[config.mk]
export PLATFORM = sky130hd
export DESIGN_NAME = row_scan_driver
export DESIGN_NICKNAME = d
export VERILOG_FILES = /design/src/rtl/row_scan_driver.sv
export SDC_FILE = /design/constraint.sdc
export NUM_CORES = 1
export LEC_CHECK = 0
export CAP_MARGIN = 5
export CORE_ASPECT_RATIO = 1.1
export CORE_UTILIZATION = 40
export DETAILED_ROUTE_END_ITERATION = 12
export PLACE_DENSITY_LB_ADDON = 0.05
export SYNTH_ARGS = -nofsm -noshare
export SYNTH_HDL_FRONTEND = slang
export SYNTH_SLANG_ARGS = --single-unit
export TNS_END_PERCENT = 100
[constraint.sdc]
create_clock -name clk -period 2.95 [get_ports clk]
set_input_delay 0.4425 -clock clk [delete_from_list [all_inputs] [get_ports clk]]
set_output_delay 0.4425 -clock clk [all_outputs]
set_load 0.005 [all_outputs]
[src/rtl/row_scan_driver.sv]
// Line-scan responder: fetches a board row, shifts it MSB-first to the
// column register, latches it, holds it lit, then pulses update.
//
// Ports:
//   clk, rst        clock, asynchronous active-low reset
//   enable, lineNum scan request and row index from the control FSM
//   wr_en, wr_row,  board store write port
//   wr_data
//   sdata, shift_en serial column data (MSB first) and its qualifier
//   latch           column register transfer strobe
//   row_sel, row_on driven row index and row driver enable
//   update          one-cycle row-complete pulse
//   busy            high whenever not IDLE
module row_scan_driver #(
  parameter int ROW_W       = 8,
  parameter int ROWS        = 8,
  parameter int HOLD_CYCLES = 4
) (
  input  logic             clk,
  input  logic             rst,
  input  logic             enable,
  input  logic [2:0]       lineNum,
  input  logic             wr_en,
  input  logic [2:0]       wr_row,
  input  logic [ROW_W-1:0] wr_data,
  output logic             sdata,
  output logic             shift_en,
  output logic             latch,
  output logic [2:0]       row_sel,
  output logic             row_on,
  output logic             update,
  output logic             busy
);

  localparam int CW = (ROW_W > 1) ? $clog2(ROW_W) : 1;
  localparam logic [CW-1:0] BIT_LAST  = CW'(ROW_W - 1);
  localparam logic [7:0]    HOLD_LAST = 8'(HOLD_CYCLES - 1);

  typedef enum logic [2:0] {
    IDLE,
    LOAD,
    SHIFT,
    LATCH,
    HOLD,
    ACK
  } state_e;

  state_e           state_q, state_d;
  logic [2:0]       cur_line_q, cur_line_d;
  logic [ROW_W-1:0] shreg_q, shreg_d;
  logic [CW-1:0]    bit_cnt_q, bit_cnt_d;
  logic [7:0]       hold_cnt_q, hold_cnt_d;
  logic [2:0]       row_sel_q, row_sel_d;
  logic [ROW_W-1:0] board_q [ROWS];

  always_ff @(posedge clk or negedge rst) begin
    if (!rst) begin
      state_q    <= IDLE;
      cur_line_q <= '0;
      shreg_q    <= '0;
      bit_cnt_q  <= '0;
      hold_cnt_q <= '0;
      row_sel_q  <= '0;
    end else begin
      state_q    <= state_d;
      cur_line_q <= cur_line_d;
      shreg_q    <= shreg_d;
      bit_cnt_q  <= bit_cnt_d;
      hold_cnt_q <= hold_cnt_d;
      row_sel_q  <= row_sel_d;
    end
  end

  // Board store. LOAD reads board_q before this edge's write lands,
  // so a same-edge write to the loading row shows up next scan.
  always_ff @(posedge clk or negedge rst) begin
    if (!rst) begin
      for (int i = 0; i < ROWS; i++) begin
        board_q[i] <= '0;
      end
    end else if (wr_en) begin
      board_q[wr_row] <= wr_data;
    end
  end

  always_comb begin
    state_d    = state_q;
    cur_line_d = cur_line_q;
    shreg_d    = shreg_q;
    bit_cnt_d  = bit_cnt_q;
    hold_cnt_d = hold_cnt_q;
    row_sel_d  = row_sel_q;
    unique case (state_q)
      IDLE: begin
        if (enable) begin
          cur_line_d = lineNum;
          state_d    = LOAD;
        end
      end
      LOAD: begin
        shreg_d   = board_q[cur_line_q];
        bit_cnt_d = '0;
        state_d   = SHIFT;
      end
      SHIFT: begin
        shreg_d   = shreg_q << 1;
        bit_cnt_d = bit_cnt_q + CW'(1);
        if (bit_cnt_q == BIT_LAST) begin
          // row_sel moves with the latch pulse so both
          // column data and row index switch together.
          row_sel_d = cur_line_q;
          state_d   = LATCH;
        end
      end
      LATCH: begin
        hold_cnt_d = '0;
        state_d    = HOLD;
      end
      HOLD: begin
        hold_cnt_d = hold_cnt_q + 8'd1;
        if (hold_cnt_q == HOLD_LAST) begin
          state_d = ACK;
        end
      end
      ACK: begin
        state_d = IDLE;
      end
      default: begin
        state_d = IDLE;
      end
    endcase
  end

  assign shift_en = (state_q == SHIFT);
  assign sdata    = shift_en & shreg_q[ROW_W-1];
  assign latch    = (state_q == LATCH);
  assign row_on   = (state_q == HOLD);
  assign update   = (state_q == ACK);
  assign busy     = (state_q != IDLE);
  assign row_sel  = row_sel_q;

endmodule

======== Yosys cells after proc, flatten, opt, wreduce, memory -nomap -nowiden ========
Cells that the tools add are included.
cells by class
  $add $sub $neg .......................... 2
  $lt $le $gt $ge ......................... 3
  equality and inequality tests ........... 10
  mux-type cells .......................... 13
  bitwise logic cells ..................... 3
  reductions and logical operators ........ 8
operator list
  kind                 number
  $bwmux 64            1
  $pmux 8 s2           2
  $bmux 8 s3           1
  $demux 8 s3          1
  $mux 8               3
  $pmux 3 s5           1
  $eq 3x3->1 const B   3
  $mux 3               3
  $add 8x1->8 const B  1
  $eq 8x2->1 const B   1
  $ge 4x4->1 const B   2
  $not 3->4            2
  $eq 3x2->1 const B   2
  $pmux 3 s2           1
  $lt 4x1->1 const B   1
  $ne 2x1->1 const B   2
  $reduce_and 2->1     2
  $reduce_bool 2->1    2
  $add 3x1->3 const B  1
  $eq 3x1->1 const B   1
  $logic_not 3->1      1
  $reduce_and 3->1     1
  $reduce_bool 3->1    1
  $ne 2x2->1 const B   1
  2 further kinds      2
word-level totals
  register bits ........................... 92
  input port bits ......................... 18
  output and inout bits ................... 9
  word-level logic and storage cells ...... 53

======== Depth between registers and ports, before layout ========
  word-level depth ........................ 6
  mapped depth ............................ 6
  depth with buffers taken out ............ 4

======== Least setup slack after synthesis ========
Ideal clock, no wire load.
  kind .................................... input port to flip-flop
  from .................................... in wr_row[0]
  to ...................................... reg board_q[24] (netlist name)
  library setup time ...................... 0.125 ns
  arrival ................................. 1.526 ns
  data required time ...................... 2.825 ns
  slack ................................... 1.300 ns
  stages on the path ...................... 4
  path buffers ............................ 1
  cells stage by stage .................... clkbuf_1 > nand2b_4 > nor3b_2 > mux2_2
on the way
  longest elaborated chain between the ends .. 6
  elaborated cells on any way between the ends .. 7
  classes of those cells .................. order compare: 2; mux: 3; bitwise: 1; reduce/logical: 1
ends and longest elaborated chain
  item                                                            RTL line  text
  from (decl)                                                     24        input logic [2:0] wr_row,
  $not 3->4 (implied by the code) *                               82        board_q[wr_row] <= wr_data;
  $ge 4x4->1 (implied by the code) or $lt 4x1->1 (tied branches)  82
  $logic_and 1x1->1 (implied by the code)                         82
  $mux 8 (implied by the code)                                    82
  $demux 8 s3 *                                                   82
  $bwmux 64 *                                                     82
  to (signal, indexed assignment)                                 82
  to (decl)                                                       54        logic [ROW_W-1:0] board_q [ROWS];
Every way passes the cells marked *; elsewhere a longest branch is shown, timed or not.
A chain may end at the register's enable or synchronous reset.

======== Final worst setup path ========
  from .................................... reg state_q[1]
  to ...................................... out sdata
on the way
  longest elaborated chain between the ends .. 2
ends and longest elaborated chain
  item                    RTL line  text
  from (decl)             48        state_e state_q, state_d;
  from (signal assigned)  65        state_q <= state_d;
  $eq 3x2->1              134       assign shift_en = (state_q == SHIFT);
  $and 1x1->1             135       assign sdata = shift_en & shreg_q[ROW_W-1];
  to (decl)               26        output logic sdata,
No other way between the ends.

==> impl_metrics.toml <==
[outcome]
status = "completed"

[synthesis]
yosysTopAreaCellShare = 0.524
synth-seq-area-share = 0.524
syn_inst = 325
ys.warnings.count = 0
synth_edf_count = 0
synth-async-reset-ratio = 1.00
synth_area_leaders = "dfrtp_1 (52%), mux2_2 (21%), mux4_1 (4.2%)"
synth_area_per_cell_sq_um = 13.5
yosysTopAreaCell = "dfrtp_1"
synth_nets = 346
ys_seq_elements = 92
synthFlopType = "dfrtp_1"
netlist_area_sq_mm = 0.00440
ys_types = 45

[detailed_routing]
wirelength_microns = 8400
ant_nets = 0
drc = 0
wl_per_cell_microns = 16.8
via_per_inst = 5.31
drtIter0Drc = 81
dr.pass1.iters = 4
vias = 2651

[layout]
diodes = 0
multi_input_area_sq_mm = 0.00198
fin_util = 0.484
final_common_cell = "dfrtp_1"
regArea_sq_mm = 0.00230
fill_cells = 988
final_cell_mix = "dfrtp_1 (92), mux2_2 (83), clkdlybuf4s50_1 (25)"
nNetsFinal = 372
drive_above_1_share = 0.323
area_growth_pct = 16.1

[place]
place_congestion = 0.686
io_buffers = 26
place_hpwl_microns = 5740

[floorplanning]
pin_count = 27
row_count = 39
die_w_microns = 102
initial_core_util = 0.417
core-area_sq_mm = 0.0105
die_area_sq_mm = 0.0114
die_y_microns = 112

[global_route]
busiest_layer = "met2"
grt_use_met1 = 0.230
gr-total-overflow = 0
grt_pass1_vias = 2748
grt_pass1_wl_microns = 14500
grt_max_degree = 52
antenna_found_initial = 0
use_met3 = 0.0245
grt_util_met2 = 0.266
grt_use_total = 0.168

[sta]
rsz0062_at_grt = "no"
whs_ns = 0.149
period_needed_ns = 2.76
slew_viol_final = 0
worst_pin_slew_ns = 0.678
tns_ns = 0
finalSetupViolations = 0
hold_viol = 0
clock.fmax_ghz = 0.363
min_period_over_period = 0.935
max_slew_margin = 0.548
skew_ns = 0.00411

[clock_tree]
cts_buffer_depth = 2
clkTransAtPathRegs_ns = 0.06
cts-htree-levels = 3
cts-root-buf = "clkbuf_16"
hold_buffers = 0
post_cts_resized = 0
clock_latency_ns = 0.33
cts_setup_buffers = 0
numCtsBuffers = 9
cts.sinks = 92
cts_tree = "done"

[power]
swShare = 0.296
switchingPower_uw = 1270
comb_power_share = 0.298
ir_worst_vdd_mv = 0.367
clkPwrFrac = 0.269
internal-power_uw = 3030
fin_total_pwr_uw = 4300
p_seq_frac = 0.433
leakagePower_uw = 0.00221
pwr_density_cell_mw_per_mm2 = 843

[setup_path]
cp-start-kind = "register"
worstPathMaxFanout = 24
path_class = "register to output port"
arrival_ns = 2.32
crit_start = "state_q[1]$_DFFE_PN0P_"
timing.reg2reg.setup_slack_ns = 1.05
timing.rr.start = "state_q[1]$_DFFE_PN0P_"
end_kind = "output port"
critPathRequiredTime_ns = 2.51

[flow_run]
cap_violations = 0

[min_path]
hp-class = "input port to asynchronous set/reset pin"
[layer usage]
layer  up-vias  wire [microns]
met1      1355            4120
li1       1262               -
met2        24            4010
met3        10             134
met4         0             128
met5         -               0
[critical path, cell delays in order (launching register included)]
cell	delay [ns]
dfrtp_1	0.73
or3b_2	0.55
inv_2	0.11
and2_1	0.12
clkdlybuf4s50_1	0.49
[power by group through the flow]
| stage | logic, uW | clock network [uW] | registers [uW] |
|---|---|---|---|
| after floorplan | 1080 | 0 | 1730 |
| after global placement | 1280 | 0 | 1870 |
| after detailed placement | 1300 | 0 | 1890 |
| after CTS | 1300 | 1200 | 1860 |
| after global routing | 1430 | 1260 | 1920 |
| final | 1280 | 1160 | 1860 |
[through the flow]
stage | setup WS [ns] | instances | cell area (sq um)
after floorplan | 1.30 | 325 | 4400
after CTS | 0.202 | 499 | 5100
after global placement | 0.606 | 483 | 4800
after detailed placement | 0.570 | 483 | 4800
after global routing | 0.0372 | 499 | 5100
final | 0.192 | 499 | 5100
[synth_stat cells (2+ instances only)]
library cell,n
ha_1,3
o21ai_0,3
dfrtp_1,92
o22ai_1,7
a22o_1,3
nand2_1,20
clkbuf_1,10
inv_2,2
or3b_1,2
nand3_1,5
mux2i_1,8
o311ai_0,7
nor3_2,2
and2_1,2
nand4_1,4
nand2b_1,8
and3_1,3
mux2_2,83
nand3b_1,9
buf_2,3
a21o_1,8
inv_1,3
nand4b_1,3
mux4_1,7
nor2b_1,8
[area by class of cell]
type,count,share of cell area
repair buffers,32,0.0618
multi-input cells,211,0.389
clock buffers,12,0.0503
inverters,5,0.00368
well taps,143,0.0351
flip-flops and latches,92,0.451
clock inverters,4,0.00932
[flip-flops by register name (all words and copies together), names as in the netlist]
register,cells
bit_cnt_q,3
board_q,64
cur_line_q,3
hold_cnt_q,8
row_sel,3
shreg_q,8
state_q,3
[cells by family after synthesis]
family | share of synthesized area
and+or+nand+nor | 0.111
DFF | 0.524
muxes | 0.278
adders and majority gates | 0.00854
AOI/OAI and AO/OA | 0.0544
buffers and inverters | 0.0250
[final timing paths]
| check | endpoint | depth (start not counted) |
|---|---|---|
| min | row_sel[2]$_DFFE_PN0P_ | 1 |
| max reg2reg | row_sel[1]$_DFFE_PN0P_ | 4 |
| max | sdata | 4 |
| max in group asynchronous | board_q[51]$_DFFE_PN0P_ | 2 |
| min reg2reg | hold_cnt_q[7]$_DFFE_PN0P_ | 1 |
| min in group clk | hold_cnt_q[7]$_DFFE_PN0P_ | 1 |
Note: power is estimated with default switching activity, not from simulation.
==> patch 1, RTL diff (same settings) <==
The parameter `ROW_W` goes from 8 to 16.
--- a/src/rtl/row_scan_driver.sv
+++ b/src/rtl/row_scan_driver.sv
@@ -12,7 +12,7 @@
 //   update          one-cycle row-complete pulse
 //   busy            high whenever not IDLE
 module row_scan_driver #(
-  parameter int ROW_W       = 8,
+  parameter int ROW_W       = 16,
   parameter int ROWS        = 8,
   parameter int HOLD_CYCLES = 4
 ) (
Interface: changed (resized wr_data); port bits go from 27 to 35. No check against the original RTL was run, so the function may have changed too.
==> patch 1 against the unedited design <==
Synthesized area rose by 78%; fmax rose by 4.6%; synthesized cell count rose by 74%; power rose by 83%; die area rose by 76%; sequential cell count rose by 73; critical path depth did not move; wire length rose by 110%; setup slack improved by 120 ps; clock power rose by 76%; design area rose by 76%; cell count rose by 73%.
==> patch 1: results (changes against the unedited design) <==
stage	metric	value	unit	change
timing	Worst Tran Pin Value	931	ps	+253 ps
clock_tree	Clock Latency Late Sink	420	ps	+90 ps
setup_path	CP max stage delay	600	ps	-130 ps
place	post-placement cell count	833		+72%
global_route	met2 Track Usage GR	32.2	%	+5.6 points
power_and_ir_drop	Clk power	0.00204	W	+76%
setup_path	slowest library cell on the worst path	or3b_1		
setup_path	delay-heaviest family, CP	simple AND/OR/NAND/NOR gates		
detailed_routing	Total Routed Length	18000	um	+110%
synth	top_reg_cell synth	dfrtp_1		
place	placed wire-length estimate	11300	um	+97%
clock_tree	Clock Path Buffers	2		unchanged
global_route	largest net degree at the start of global routing	82		+58%
global_route	grt met1 use	26.2	%	+3.2 points
global_route	met3 global-route usage	3.78	%	+1.3 points
detailed_routing	initial DRC count	211		+160%
detailed_routing	first-pass detailed-route iteration total	4		unchanged
global_route	first-pass GRT wire length	29200	um	+100%
power_and_ir_drop	leakage power	3.81	nW	+72%
hold_path	HP Class	primary input to asynchronous set/reset pin		
detailed_routing	met1 wire length	8520	um	+110%
timing	Worst Skew	7.77	ps	+3.66 ps
synth	Syn Nets	594		+72%
clock_tree	H-tree depth	4		+1
global_route	vias in the first global route	5068		+84%
final_layout	multi-input logic area	3420	um2	+72%
place	pre-CTS WS	373	ps	-197 ps
final_layout	Largest register FFs	128		+100%
power_and_ir_drop	Seq. pwr	0.00318	W	+71%
synth	ys async rst share	100	%	unchanged
synth	Mean Syn Cell Area	13.8	um2	+1.9%
final_layout	buffering overhead	6.41	%	+0.23 points
synth	post-synthesis sequential area ratio	52.9	%	+0.53 points
place	Port Buffers	34		+31%
clock_tree	CTS buffer count	17		+8
detailed_routing	routed wl met2	8790	um	+120%
detailed_routing	metal3 WL	386	um	+190%
place	GP Congestion	0.709		+3.2%
final_layout	Ant. Diodes	0		unchanged
detailed_routing	detailed-route via count	4757		+79%
final_layout	nonclk buf count	57		+78%
final_layout	clock network area share	6.01	%	+0.052 points
power_and_ir_drop	Int Pwr	0.00535	W	+77%
final_layout	Seq area share	45.9	%	+0.81 points
setup_path	crit path max fanout	8		-67%
synth	Netlist cell types	44		-2.2%
final_layout	largest registers	board_q x128, shreg_q x16, hold_cnt_q x8		
synth	Area contributors post-synth	dfrtp_1 (53%), mux2_2 (24%), mux4_2 (4.6%)		
final_layout	nets	633		+70%
final_layout	Multi-Input Combinational	359		+70%
setup_path	critical path arrival	2200	ps	-120 ps
synth	Commonest cells post-synth	mux2_2 (167), dfrtp_1 (165), nand2_1 (27)		
final_layout	share of cells above drive strength 1	40.2	%	+7.9 points
power_and_ir_drop	Worst VDD drop	0.000475	V	+29%
final_layout	CLK BUF	24		+12
final_layout	FILL cells	1697		+72%
run_status	outcome	complete, no violations		
global_route	GR Util All Layers	19.6	%	+2.8 points
detailed_routing	DR WL/cell	20.8	um	+24%
synth	post-synthesis register bit count	165		+79%
[patch 1: cells by family (layout without fill, tap and decap cells)]
kind of cell	after synthesis	in the layout	synth area share (%)
AOI/OAI and AO/OA	54	54	4.62
and+or+nand+nor	112	112	9.12
muxes	191	191	29.7
adders and majority gates	2	2	0.321
buffers and inverters	42	93	3.32
DFF	165	165	52.9
[patch 1: per-stage QoR]
stage | hold WS [ps] | util (%) | total power, W | instance area, um2
6_report | 46.9 | 47.1 | 0.00787 | 8990
3_5_place_dp | 467 | 44.3 | 0.00591 | 8450
5_1_grt | 101 | 47.1 | 0.00837 | 8990
3_3_place_gp | 465 | 44.3 | 0.00584 | 8450
2_1_floorplan | 147 | - | 0.00510 | 7810
4_1_cts | 88.2 | 47.1 | 0.00797 | 8990
[patch 1: worst paths after layout]
kind                                           startpoint                         to  slack (ps)  depth (start not counted)
worst max-delay path               state_q[2]$_DFFE_PN0P_                      sdata         310                          4
max in group asynchronous                             rst   bit_cnt_q[1]$_DFFE_PN0P_        2090                          2
worst max register to register     state_q[0]$_DFFE_PN0P_   bit_cnt_q[2]$_DFFE_PN0P_         880                          4
min in group clk                hold_cnt_q[7]$_DFFE_PN0P_  hold_cnt_q[7]$_DFFE_PN0P_         480                          1
worst min register to register  hold_cnt_q[7]$_DFFE_PN0P_  hold_cnt_q[7]$_DFFE_PN0P_         480                          1
worst min-delay path                                  rst  hold_cnt_q[3]$_DFFE_PN0P_          50                          1
[patch 1: worst register-to-register path, delay by kind of cell, from the launching register on]
family / cells / cell delay [ps]
buffers and inverters: 1 / 350
DFF: 1 / 350
muxes: 2 / 450
and+or+nand+nor: 1 / 800
==> patch 2, RTL diff (config.mk and constraints unchanged) <==
Made on the original files. Register the outputs `sdata`, `latch`, `row_on`, `update` and `busy`, with the module's reset; this adds one clock of latency there. The other outputs are not delayed to match. Comments in the files are not updated.
--- a/src/rtl/row_scan_driver.sv
+++ b/src/rtl/row_scan_driver.sv
@@ -132,11 +132,21 @@
   end
 
   assign shift_en = (state_q == SHIFT);
-  assign sdata    = shift_en & shreg_q[ROW_W-1];
-  assign latch    = (state_q == LATCH);
-  assign row_on   = (state_q == HOLD);
-  assign update   = (state_q == ACK);
-  assign busy     = (state_q != IDLE);
+  always_ff @(posedge clk or negedge rst) begin
+    if (!rst) begin
+      sdata  <= '0;
+      latch  <= '0;
+      row_on <= '0;
+      update <= '0;
+      busy   <= '0;
+    end else begin
+      sdata  <= shift_en & shreg_q[ROW_W-1];
+      latch  <= (state_q == LATCH);
+      row_on <= (state_q == HOLD);
+      update <= (state_q == ACK);
+      busy   <= (state_q != IDLE);
+    end
+  end
   assign row_sel  = row_sel_q;
 
 endmodule
Check against the original RTL: not equivalent (a bounded check fails within 4 cycles, from zero or initial values and one cycle with rst low).
==> patch 2 against the unedited design <==
Synthesized cell count rose by 1.2%; largest power group unchanged; design area increased by 3.5%; global-route usage increased by 0.65 points; critical path depth down 1; critical path type unchanged; die area grew 2.8%; clock skew is 2.2 ps higher; wire length up 5.7%; core utilization down 0.24 points; setup slack improved by 280 ps; sequential power up 6%; power increased by 5.6%; sequential cell count is 5 higher; synthesized area increased by 2.8%; sequential share of layout area is 0.85 points higher.
==> patch 2: results (changes against the unedited design) <==
stage	metric	value	unit	change
final_layout	share of cells above drive strength 1	32.1	%	-0.16 points
setup_path	CP max stage delay	550	ps	-180 ps
setup_path	reg-to-reg slack, setup	970	ps	-80 ps
detailed_routing	Total Routed Length	8880	um	+5.7%
final_layout	nets	380		+2.2%
final_layout	P&R area growth vs syn	16.8	%	
global_route	GR Util All Layers	17.5	%	+0.65 points
power_and_ir_drop	switching power	0.00138	W	+8.2%
timing	Worst Skew	6.33	ps	+2.22 ps
synth	Syn Nets	350		+1.2%
place	post-placement cell count	495		+2.5%
synth	Commonest cells post-synth	dfrtp_1 (97), mux2_2 (83), nand2_1 (20)		
place	placed inst area	4970	um2	+3.5%
detailed_routing	initial DRC count	63		-22%
setup_path	end of the worst register-to-register path	shreg_q[5]$_DFFE_PN0P_		
setup_path	delay-heaviest family, CP	buffers and inverters		
detailed_routing	routed wl met2	4230	um	+5.4%
detailed_routing	vias per inst	5.28		-0.58%
global_route	vias in the first global route	2861		+4.1%
detailed_routing	met1 wire length	4350	um	+5.5%
power_and_ir_drop	Worst VDD drop	0.000352	V	-4.1%
synth	Netlist cell types	41		-8.9%
power_and_ir_drop	P per Cell Area	860	nW/um2	+2.1%
setup_path	crit path to	shift_en		
synth	cells after synthesis	329		+1.2%
setup_path	crit path max fanout	16		-33%
detailed_routing	detailed-route via count	2699		+1.8%
timing	setup ws final	470	ps	+279 ps
timing	Worst Tran Pin Value	669	ps	-9.13 ps
synth	post-synthesis sequential area ratio	53.7	%	+1.3 points
place	placed wire-length estimate	6060	um	+5.5%
synth	Area contributors post-synth	dfrtp_1 (54%), mux2_2 (21%), mux4_1 (4.1%)		
detailed_routing	metal3 WL	182	um	+36%
global_route	first-pass GRT wire length	15200	um	+5.0%
run_status	outcome	complete, no violations		
setup_path	RR Startpoint	cur_line_q[0]$_DFFE_PN0P_		
final_layout	FILL cells	969		-1.9%
place	pre-CTS WS	736	ps	+166 ps
==> patch 2: logic make-up (layout without fill, tap and decap cells) <==
| logic type | Yosys count | in the layout | share of synthesized area (%) |
|---|---|---|---|
| muxes | 99 | 99 | 27.0 |
| AOI/OAI and AO/OA | 32 | 32 | 5.26 |
| and+or+nand+nor | 77 | 77 | 10.9 |
| buffers and inverters | 21 | 56 | 2.35 |
| adders and majority gates | 3 | 3 | 0.830 |
| DFF | 97 | 97 | 53.7 |
==> patch 2: area by class of cell <==
class / instances / share of cell area [%]
clock buffer: 11 / 4.79
clock inverter: 5 / 1.14
inverter: 5 / 0.355
multi-input combinational: 211 / 37.6
sequential: 97 / 46.0
tap: 147 / 3.48
timing repair buffer: 35 / 6.63
==> patch 2: worst register-to-register path, delay by kind of cell (launching register included) <==
family	cells	cell delay, ps
multiplexers	1	660
AND/OR/NAND/NOR	1	140
flip-flops	1	670
buffers and inverters	1	240
AO/OA/AOI/OAI	1	120
==> patch 2: how the worst min path moves through the flow <==
stage,start,end,slack [ps]
after CTS,rst,bit_cnt_q[1]$_DFFE_PN0P_,120
after floorplan,rst,bit_cnt_q[0]$_DFFE_PN0P_,150
final,rst,bit_cnt_q[1]$_DFFE_PN0P_,110
after global placement,hold_cnt_q[7]$_DFFE_PN0P_,hold_cnt_q[7]$_DFFE_PN0P_,460
after detailed placement,hold_cnt_q[7]$_DFFE_PN0P_,hold_cnt_q[7]$_DFFE_PN0P_,470
after global routing,rst,bit_cnt_q[1]$_DFFE_PN0P_,150
==> patch 2: per-layer routing <==
metal | GRT usage (%) | vias to the layer above
li1 | - | 1282
met1 | 24.1 | 1379
met2 | 27.4 | 28
met3 | 3.49 | 10
met4 | 5.92 | 0
met5 | 0 | -
